## src/rtl/id_pkg.sv

```systemverilog
// Shared constants and types for the instruction-decode stage.
package id_pkg;

    // Register that always reads as zero and ignores writes.
    localparam int ZERO_REG_DEFAULT = 31;

    // Bit of the opaque control bundle that marks a load.
    localparam int CTRL_IS_LOAD_BIT = 0;

    // Default widths, used for the default-width view of the ID/EX register.
    localparam int XLEN_DEFAULT   = 64;
    localparam int AW_DEFAULT     = 5;
    localparam int CTRL_W_DEFAULT = 16;

    // ID/EX pipeline register fields at default widths, for downstream consumers.
    typedef struct packed {
        logic                      valid;
        logic [XLEN_DEFAULT-1:0]   pc;
        logic [XLEN_DEFAULT-1:0]   da;
        logic [XLEN_DEFAULT-1:0]   db;
        logic [XLEN_DEFAULT-1:0]   imm;
        logic [AW_DEFAULT-1:0]     rd;
        logic [CTRL_W_DEFAULT-1:0] ctrl;
    } id_ex_t;

endpackage

```

## src/rtl/id_stage_pipe_if.sv

```systemverilog
// Inbound bundle of the decode stage: IF/ID instruction fields, writeback,
// EX/MEM forwarding buses and downstream pipeline control.
//
// Handshake: id_valid marks a real instruction in IF/ID; that instruction is
// taken into ID/EX at a posedge where stall_if is low, otherwise IF/ID must
// keep presenting it unchanged. Downstream, ex_valid marks a real instruction
// in ID/EX, and ex_stall holds every ID/EX field for as long as it is high.
interface id_stage_pipe_if #(
    parameter int XLEN   = 64,
    parameter int AW     = 5,
    parameter int CTRL_W = 16
);
    logic              id_valid;
    logic [XLEN-1:0]   id_pc;
    logic [AW-1:0]     id_rn;
    logic [AW-1:0]     id_rm;
    logic [AW-1:0]     id_rd;
    logic              id_reg2loc;
    logic              id_uses_a;
    logic              id_uses_b;
    logic [XLEN-1:0]   id_imm;
    logic [CTRL_W-1:0] id_ctrl;
    logic              wb_we;
    logic [AW-1:0]     wb_addr;
    logic [XLEN-1:0]   wb_data;
    logic              ex_fwd_we;
    logic [AW-1:0]     ex_fwd_addr;
    logic [XLEN-1:0]   ex_fwd_data;
    logic              ex_fwd_load;
    logic              mem_fwd_we;
    logic [AW-1:0]     mem_fwd_addr;
    logic [XLEN-1:0]   mem_fwd_data;
    logic              flush;
    logic              ex_stall;

    modport master (
        output id_valid, id_pc, id_rn, id_rm, id_rd, id_reg2loc, id_uses_a,
               id_uses_b, id_imm, id_ctrl, wb_we, wb_addr, wb_data, ex_fwd_we,
               ex_fwd_addr, ex_fwd_data, ex_fwd_load, mem_fwd_we, mem_fwd_addr,
               mem_fwd_data, flush, ex_stall
    );

    modport slave (
        input id_valid, id_pc, id_rn, id_rm, id_rd, id_reg2loc, id_uses_a,
              id_uses_b, id_imm, id_ctrl, wb_we, wb_addr, wb_data, ex_fwd_we,
              ex_fwd_addr, ex_fwd_data, ex_fwd_load, mem_fwd_we, mem_fwd_addr,
              mem_fwd_data, flush, ex_stall
    );
endinterface

```

## src/rtl/regfile_bypass.sv

```systemverilog
// 2-read/1-write register file with a hard-wired zero register and
// writeback write-through, so a same-cycle WB write is visible on the reads.
module regfile_bypass
    import id_pkg::*;
#(
    parameter int XLEN     = 64,
    parameter int NREG     = 32,
    parameter int ZERO_REG = ZERO_REG_DEFAULT,
    localparam int AW      = $clog2(NREG)
) (
    input  logic            clk,
    input  logic            reset_n,
    input  logic            we,
    input  logic [AW-1:0]   waddr,
    input  logic [XLEN-1:0] wdata,
    input  logic [AW-1:0]   ra_a,
    input  logic [AW-1:0]   ra_b,
    output logic [XLEN-1:0] rd_a,
    output logic [XLEN-1:0] rd_b
);
    localparam logic [AW-1:0] ZR = AW'(ZERO_REG);

    logic [XLEN-1:0] mem [NREG];

    // Array write; the zero register entry is never written and stays 0.
    always_ff @(posedge clk or negedge reset_n) begin
        if (!reset_n) begin
            for (int i = 0; i < NREG; i++) begin
                mem[i] <= '0;
            end
        end else if (we && waddr != ZR) begin
            mem[waddr] <= wdata;
        end
    end

    // Reads: zero register first, then WB write-through, then the array.
    always_comb begin
        rd_a = mem[ra_a];
        rd_b = mem[ra_b];
        if (ra_a == ZR)                 rd_a = '0;
        else if (we && waddr == ra_a)   rd_a = wdata;
        if (ra_b == ZR)                 rd_b = '0;
        else if (we && waddr == ra_b)   rd_b = wdata;
    end

endmodule

```

## src/rtl/id_stage_pipe.sv

```systemverilog
// Pipelined instruction-decode stage: register read with EX/MEM/WB
// forwarding, load-use hazard detection and a flushable/stallable ID/EX
// register feeding EX. All EX-facing outputs are registered.
module id_stage_pipe
    import id_pkg::*;
#(
    parameter int XLEN     = 64,
    parameter int NREG     = 32,
    parameter int ZERO_REG = ZERO_REG_DEFAULT,
    parameter int CTRL_W   = 16,
    parameter int CNT_W    = 16,
    localparam int AW      = $clog2(NREG)
) (
    input  logic              clk,
    input  logic              reset_n,
    id_stage_pipe_if.slave    bus,
    output logic              stall_if,
    output logic              ex_valid,
    output logic [XLEN-1:0]   ex_pc,
    output logic [XLEN-1:0]   ex_da,
    output logic [XLEN-1:0]   ex_db,
    output logic [XLEN-1:0]   ex_imm,
    output logic [AW-1:0]     ex_rd,
    output logic [CTRL_W-1:0] ex_ctrl,
    output logic [CNT_W-1:0]  stall_cnt
);
    localparam logic [AW-1:0] ZR = AW'(ZERO_REG);

    // ID/EX register layout at this instance's widths.
    typedef struct packed {
        logic              valid;
        logic [XLEN-1:0]   pc;
        logic [XLEN-1:0]   da;
        logic [XLEN-1:0]   db;
        logic [XLEN-1:0]   imm;
        logic [AW-1:0]     rd;
        logic [CTRL_W-1:0] ctrl;
    } ex_reg_t;

    ex_reg_t         ex_q;
    ex_reg_t         ex_d;
    logic [AW-1:0]   ab;
    logic [XLEN-1:0] rf_a;
    logic [XLEN-1:0] rf_b;
    logic [XLEN-1:0] op_a;
    logic [XLEN-1:0] op_b;
    logic            hazard;

    // Operand forwarding; the register file already covers zero and WB.
    function automatic logic [XLEN-1:0] fwd_sel(
        input logic [AW-1:0]   addr,
        input logic [XLEN-1:0] rf_val,
        input logic            ex_ok,
        input logic [AW-1:0]   ex_addr,
        input logic [XLEN-1:0] ex_data,
        input logic            mem_we,
        input logic [AW-1:0]   mem_addr,
        input logic [XLEN-1:0] mem_data
    );
        if (addr == ZR)                          return '0;
        else if (ex_ok && ex_addr == addr)       return ex_data;
        else if (mem_we && mem_addr == addr)     return mem_data;
        else                                     return rf_val;
    endfunction

    // Port B address selection (Reg2Loc).
    always_comb begin
        ab = bus.id_reg2loc ? bus.id_rd : bus.id_rm;
    end

    regfile_bypass #(
        .XLEN     (XLEN),
        .NREG     (NREG),
        .ZERO_REG (ZERO_REG)
    ) u_rf (
        .clk     (clk),
        .reset_n (reset_n),
        .we      (bus.wb_we),
        .waddr   (bus.wb_addr),
        .wdata   (bus.wb_data),
        .ra_a    (bus.id_rn),
        .ra_b    (ab),
        .rd_a    (rf_a),
        .rd_b    (rf_b)
    );

    // Forwarded operands; a loading EX instruction has no data to forward yet.
    always_comb begin
        op_a = fwd_sel(bus.id_rn, rf_a, bus.ex_fwd_we && !bus.ex_fwd_load,
                       bus.ex_fwd_addr, bus.ex_fwd_data, bus.mem_fwd_we,
                       bus.mem_fwd_addr, bus.mem_fwd_data);
        op_b = fwd_sel(ab, rf_b, bus.ex_fwd_we && !bus.ex_fwd_load,
                       bus.ex_fwd_addr, bus.ex_fwd_data, bus.mem_fwd_we,
                       bus.mem_fwd_addr, bus.mem_fwd_data);
    end

    // Load-use hazard and IF stall; flush overrides any stall.
    always_comb begin
        hazard = bus.id_valid && bus.ex_fwd_we && bus.ex_fwd_load &&
                 (bus.ex_fwd_addr != ZR) &&
                 ((bus.id_uses_a && bus.id_rn == bus.ex_fwd_addr) ||
                  (bus.id_uses_b && ab == bus.ex_fwd_addr));
        stall_if = !bus.flush && (bus.ex_stall || hazard);
    end

    // ID/EX next value: flush bubble, then hold, then hazard bubble, then load.
    always_comb begin
        ex_d = ex_q;
        if (bus.flush) begin
            ex_d = '0;
        end else if (bus.ex_stall) begin
            ex_d = ex_q;
        end else if (hazard) begin
            ex_d = '0;
        end else begin
            ex_d.valid = bus.id_valid;
            ex_d.pc    = bus.id_pc;
            ex_d.da    = op_a;
            ex_d.db    = op_b;
            ex_d.imm   = bus.id_imm;
            ex_d.rd    = bus.id_rd;
            ex_d.ctrl  = bus.id_valid ? bus.id_ctrl : '0;
        end
    end

    // ID/EX pipeline register.
    always_ff @(posedge clk or negedge reset_n) begin
        if (!reset_n) ex_q <= '0;
        else          ex_q <= ex_d;
    end

    // Saturating count of cycles lost to load-use hazards.
    always_ff @(posedge clk or negedge reset_n) begin
        if (!reset_n) begin
            stall_cnt <= '0;
        end else if (!bus.flush && !bus.ex_stall && hazard && stall_cnt != '1) begin
            stall_cnt <= stall_cnt + 1'b1;
        end
    end

    assign ex_valid = ex_q.valid;
    assign ex_pc    = ex_q.pc;
    assign ex_da    = ex_q.da;
    assign ex_db    = ex_q.db;
    assign ex_imm   = ex_q.imm;
    assign ex_rd    = ex_q.rd;
    assign ex_ctrl  = ex_q.ctrl;

endmodule

```

## src/flat_wrapper.sv

```systemverilog
// flat-port wrapper written by rule: the top's interface ports become plain ports
module id_stage_pipe_flat import id_pkg::*;
#(
    parameter int XLEN     = 64,
    parameter int NREG     = 32,
    parameter int ZERO_REG = ZERO_REG_DEFAULT,
    parameter int CTRL_W   = 16,
    parameter int CNT_W    = 16,
    localparam int AW      = $clog2(NREG)
)
  (clk, reset_n, stall_if, ex_valid, ex_pc, ex_da, ex_db, ex_imm, ex_rd, ex_ctrl, stall_cnt, bus_id_valid, bus_id_pc, bus_id_rn, bus_id_rm, bus_id_rd, bus_id_reg2loc, bus_id_uses_a, bus_id_uses_b, bus_id_imm, bus_id_ctrl, bus_wb_we, bus_wb_addr, bus_wb_data, bus_ex_fwd_we, bus_ex_fwd_addr, bus_ex_fwd_data, bus_ex_fwd_load, bus_mem_fwd_we, bus_mem_fwd_addr, bus_mem_fwd_data, bus_flush, bus_ex_stall);
  id_stage_pipe_if #(.XLEN(XLEN), .AW(5), .CTRL_W(CTRL_W)) bus_i ();
  input  logic clk;
  input  logic reset_n;
  output logic stall_if;
  output logic ex_valid;
  output logic [XLEN-1:0] ex_pc;
  output logic [XLEN-1:0] ex_da;
  output logic [XLEN-1:0] ex_db;
  output logic [XLEN-1:0] ex_imm;
  output logic [AW-1:0] ex_rd;
  output logic [CTRL_W-1:0] ex_ctrl;
  output logic [CNT_W-1:0] stall_cnt;
  input wire logic [$bits(bus_i.id_valid)-1:0] bus_id_valid;
  input wire logic [$bits(bus_i.id_pc)-1:0] bus_id_pc;
  input wire logic [$bits(bus_i.id_rn)-1:0] bus_id_rn;
  input wire logic [$bits(bus_i.id_rm)-1:0] bus_id_rm;
  input wire logic [$bits(bus_i.id_rd)-1:0] bus_id_rd;
  input wire logic [$bits(bus_i.id_reg2loc)-1:0] bus_id_reg2loc;
  input wire logic [$bits(bus_i.id_uses_a)-1:0] bus_id_uses_a;
  input wire logic [$bits(bus_i.id_uses_b)-1:0] bus_id_uses_b;
  input wire logic [$bits(bus_i.id_imm)-1:0] bus_id_imm;
  input wire logic [$bits(bus_i.id_ctrl)-1:0] bus_id_ctrl;
  input wire logic [$bits(bus_i.wb_we)-1:0] bus_wb_we;
  input wire logic [$bits(bus_i.wb_addr)-1:0] bus_wb_addr;
  input wire logic [$bits(bus_i.wb_data)-1:0] bus_wb_data;
  input wire logic [$bits(bus_i.ex_fwd_we)-1:0] bus_ex_fwd_we;
  input wire logic [$bits(bus_i.ex_fwd_addr)-1:0] bus_ex_fwd_addr;
  input wire logic [$bits(bus_i.ex_fwd_data)-1:0] bus_ex_fwd_data;
  input wire logic [$bits(bus_i.ex_fwd_load)-1:0] bus_ex_fwd_load;
  input wire logic [$bits(bus_i.mem_fwd_we)-1:0] bus_mem_fwd_we;
  input wire logic [$bits(bus_i.mem_fwd_addr)-1:0] bus_mem_fwd_addr;
  input wire logic [$bits(bus_i.mem_fwd_data)-1:0] bus_mem_fwd_data;
  input wire logic [$bits(bus_i.flush)-1:0] bus_flush;
  input wire logic [$bits(bus_i.ex_stall)-1:0] bus_ex_stall;
  assign bus_i.id_valid = bus_id_valid;
  assign bus_i.id_pc = bus_id_pc;
  assign bus_i.id_rn = bus_id_rn;
  assign bus_i.id_rm = bus_id_rm;
  assign bus_i.id_rd = bus_id_rd;
  assign bus_i.id_reg2loc = bus_id_reg2loc;
  assign bus_i.id_uses_a = bus_id_uses_a;
  assign bus_i.id_uses_b = bus_id_uses_b;
  assign bus_i.id_imm = bus_id_imm;
  assign bus_i.id_ctrl = bus_id_ctrl;
  assign bus_i.wb_we = bus_wb_we;
  assign bus_i.wb_addr = bus_wb_addr;
  assign bus_i.wb_data = bus_wb_data;
  assign bus_i.ex_fwd_we = bus_ex_fwd_we;
  assign bus_i.ex_fwd_addr = bus_ex_fwd_addr;
  assign bus_i.ex_fwd_data = bus_ex_fwd_data;
  assign bus_i.ex_fwd_load = bus_ex_fwd_load;
  assign bus_i.mem_fwd_we = bus_mem_fwd_we;
  assign bus_i.mem_fwd_addr = bus_mem_fwd_addr;
  assign bus_i.mem_fwd_data = bus_mem_fwd_data;
  assign bus_i.flush = bus_flush;
  assign bus_i.ex_stall = bus_ex_stall;
  id_stage_pipe #(.XLEN(XLEN), .NREG(NREG), .ZERO_REG(ZERO_REG), .CTRL_W(CTRL_W), .CNT_W(CNT_W)) u_core (.clk(clk), .reset_n(reset_n), .bus(bus_i), .stall_if(stall_if), .ex_valid(ex_valid), .ex_pc(ex_pc), .ex_da(ex_da), .ex_db(ex_db), .ex_imm(ex_imm), .ex_rd(ex_rd), .ex_ctrl(ex_ctrl), .stall_cnt(stall_cnt));
endmodule
```

## config.mk

```make
export PLATFORM = sky130hd
export DESIGN_NAME = id_stage_pipe_flat
export DESIGN_NICKNAME = d
export VERILOG_FILES = /design/src/rtl/id_pkg.sv /design/src/rtl/id_stage_pipe_if.sv /design/src/rtl/regfile_bypass.sv /design/src/rtl/id_stage_pipe.sv /design/src/flat_wrapper.sv
export SDC_FILE = /design/constraint.sdc
export NUM_CORES = 2
export LEC_CHECK = 0
export BUFFER_PORTS_ARGS = -buffer_cell sky130_fd_sc_hd__buf_2
export CAP_MARGIN = 20
export CORE_AREA = 3 3 500 502
export CTS_BUF_LIST = sky130_fd_sc_hd__clkbuf_2 sky130_fd_sc_hd__clkbuf_4 sky130_fd_sc_hd__clkbuf_8
export CTS_CLUSTER_DIAMETER = 100
export DETAILED_ROUTE_END_ITERATION = 10
export DIE_AREA = 0 0 503 505
export PLACE_DENSITY = 0.69
export SLEW_MARGIN = 30
export SYNTH_ARGS = -nofsm -noshare
export SYNTH_HDL_FRONTEND = slang
export SYNTH_HIERARCHICAL = 1
export SYNTH_SLANG_ARGS = --single-unit
```

## constraint.sdc

```tcl
create_clock -name clk -period 2.3 [get_ports clk]
set_input_delay 0.115 -clock clk [delete_from_list [all_inputs] [get_ports clk]]
set_output_delay 0.115 -clock clk [all_outputs]
set_load 0.05 [all_outputs]
```

==> metrics.md <==
| Metric | Value |
|---|---|
| Register-to-Register Path Depth | 5 |
| Most common cell after layout, fill and taps aside | dfrtp_1 |
| Wire per inst | between 30 and 40 um |
| P per Cell Area | between 800 and 900 mW/mm^2 |
| Vias | 99800 |
| Cells after DPL | about 13000 |
| Yosys warning count | 6 |
| Mapped Cells | 8652 |
| Synth Cell Area | roughly 0.12 mm^2 |
| Fmax | about 0.41 GHz |
| Pre-CTS WS | -1.52 ns |
| GPL Wtd Cong | 0.966 |
| RSZ-0062 raised after global routing | yes |
| Total CTS buffers | 412 |
| Total track usage | roughly 42% |
| Max-slew violation count | 0 |
| Most frequent cells in the layout | dfrtp_1 (2338), mux2_2 (1981), buf_4 (892) |
| Worst slew margin | approximately two fifths |
| Cell Count, Final, Fillers Out | between 10000 and 15000 |
| Antenna violations before repair | 78 |
| Total wire length | ~540000 um |
| Post-synth cell types | between 70 and 80 |
| Worst Path Max Fanout | 3 |
| Remaining antenna violation count after routing | 0 |
| Max Root-Sink Buffers | 4 |
| Num Clock Sinks | ~2300 |
| Status | finished with violations |
| Number of flops mapped to enable cells by yosys | 0 |
| Htree depth | 5 |
| VDD IR max | 0.529 mV |
| Via density | between 7 and 8 |
| Post-route DRC | 0 |
| Nets@finish | around 11000 |
| DIE AREA | 0.254 mm^2 |
| WP data arrival | approximately 3.4 ns |
| GRT overflow | 0 |
| PortBufs | between 600 and 700 |
| CTS tree | yes |
| Clk root buf | clkbuf_8 |
| Starting Density | about half |
| Final Skew | 0.0836 ns |
| Max-Cap Viols | 0 |
| Hold WC Path Type | in -> reg |
| Core ar. | 0.246 mm^2 |
| Failing checks | negative setup slack |
| Setup violators final | 16 |
| Setup crit start kind | register |
| Final WS setup | -0.110 ns |
| Fraction of registers with async set or reset after synthesis | between 90% and 100% |
| Main synth FF type | dfrtp_1 |
| Largest net degree at the start of global routing | 128 |
| Worst-skew pair later-pin latency | 1.14 ns |
| Syn_nets | approximately 9000 |
| Io pins | ~670 |
| CP required | about 3.3 ns |
| Layout cells sized above 1 | 51.3% |
| Clock transition at path regs | 0.06 ns |
| Worst-Margin Slew | 0.916 ns |
| Row count | 182 |
| Die W | just over 500 um |
| Overall power | between 0.1 and 0.15 W |
| Area Overhead vs Synth | 27.1% |
| Pre-antenna DRT Iters | 8 |
| Final Hold Fails | 0 |
| Initial DRC count | around 14000 |
| Leak pwr | 70.8 nW |
| Vias in the first global route | roughly 100k |
| Worst Hold Path Cells | 5 |
| Synth Register Bits | ~2300 |
| Die Y | between 500 and 600 um |
| Worst hold slack | between 0.06 and 0.07 ns |
| Final worst-path cycle share | 105% |
| Hpwl dp | 347000 um |
| Critical path class | reg -> reg |
| Sequential-to-total area share from yosys stat | 47.8% |
| Element type at the critical path end | register |
| Global-route wire length before repair | between 700000 and 800000 um |
| Syn_area_per_cell | approximately 14 um^2 |
| Tmin final | around 2.4 ns |
==> metrics by stage <==
step | utilization, % | TNS [ns] | area [um^2]
CTS | 63.2 | -0.219 | 155000
detailed placement | 56.9 | -255.52 | 140000
finish | 63.5 | -0.894 | 156000
global route | 63.4 | -0.821 | 156000
global placement | 56.8 | -269.69 | 140000
floorplan | - | -16.88 | 123000
==> cell usage after synthesis (99+ instances only) <==
cell / instances / area share, %
nor2_1: 191 / 0.58
dfrtp_1: 2342 / 48
clkbuf_1: 512 / 1.6
mux4_2: 839 / 15
nand2_1: 216 / 0.66
a22o_1: 244 / 1.7
nand3_1: 99 / 0.40
mux2_2: 1982 / 18
a21oi_1: 162 / 0.66
a22oi_1: 184 / 1.1
mux2i_1: 427 / 3.5
buf_2: 355 / 1.4
o22ai_1: 167 / 0.85
a32o_1: 140 / 1.1
==> flip-flops by register name (all words and copies together) (netlist names) <==
register          flops
u_core/ex_db         64
u_core/ex_imm        64
u_core/stall_cnt     16
u_core/ex_rd          5
u_core/ex_valid       1
u_core/ex_pc         64
u_core/ex_ctrl       16
u_core/ex_da         64
u_core/u_rf/mem    2048
==> critical path, cell delays in order, from the launching register on <==
cell and delay [ns]:
dfrtp_1 0.40, mux4_2 0.47, mux4_2 0.47, a221o_1 0.38
a211o_1 0.29, a32o_1 0.25
==> repair_timing <==
action,in CTS,in global routing
gates resized for setup,22,86
endpoints found under the hold margin,4620,1
pin swaps,10,35
hold buffers,705,1
buffers inserted,6,9
setup endpoints to repair,30,62
==> layer usage <==
metal	global-route usage [%]	wire length [um]	share of wire [%]
met5	1.28	254	0.047
met4	32.4	52900	9.7
met3	17.8	76800	14
met2	58.7	225000	42
met1	51.8	187000	35
==> worst paths after layout <==
check	endpoint	slack [ns]	from
setup / recovery	u_core/ex_db[53]$_DFFE_PN0P_	-0.11	u_core/u_rf/mem[309]$_DFFE_PN0P_
hold / removal	u_core/ex_da[52]$_DFFE_PN0P_	0.07	bus_mem_fwd_data[52]
setup reg to reg	u_core/ex_db[53]$_DFFE_PN0P_	-0.11	u_core/u_rf/mem[309]$_DFFE_PN0P_
hold reg to reg	u_core/u_rf/mem[20]$_DFFE_PN0P_	0.40	u_core/u_rf/mem[20]$_DFFE_PN0P_
max in group asynchronous	u_core/u_rf/mem[257]$_DFFE_PN0P_	0.91	reset_n
min in group asynchronous	u_core/u_rf/mem[1955]$_DFFE_PN0P_	0.28	reset_n
==> power breakdown <==
part	switching [W]	internal [W]
clock	0.0179	0.0228
combinational	0.0143	0.0168
sequential	0.00556	0.0484
total	0.0378	0.0880
==> area by class of cell <==
class,instances,area [um^2]
antenna,53,133
clock buffer,637,8000
clock inverter,54,493
fill,17600,89700
inverter,14,75.1
multi-input combinational,5309,60400
sequential,2342,58600
tap,3220,4030
timing repair buffer,2622,24300
==> cells by family after synthesis <==
family | after synthesis | synth area share (%)
buffers and inverters | 1001 | 3.84
XOR/XNOR | 41 | 0.293
flip-flops | 2342 | 47.8
adder cells (fa/ha/maj) | 1 | 0.0102
multiplexers | 3281 | 37.4
AO/OA/AOI/OAI | 1250 | 7.84
AND/OR/NAND/NOR | 736 | 2.89
Note: power is estimated with default switching activity, not from simulation.
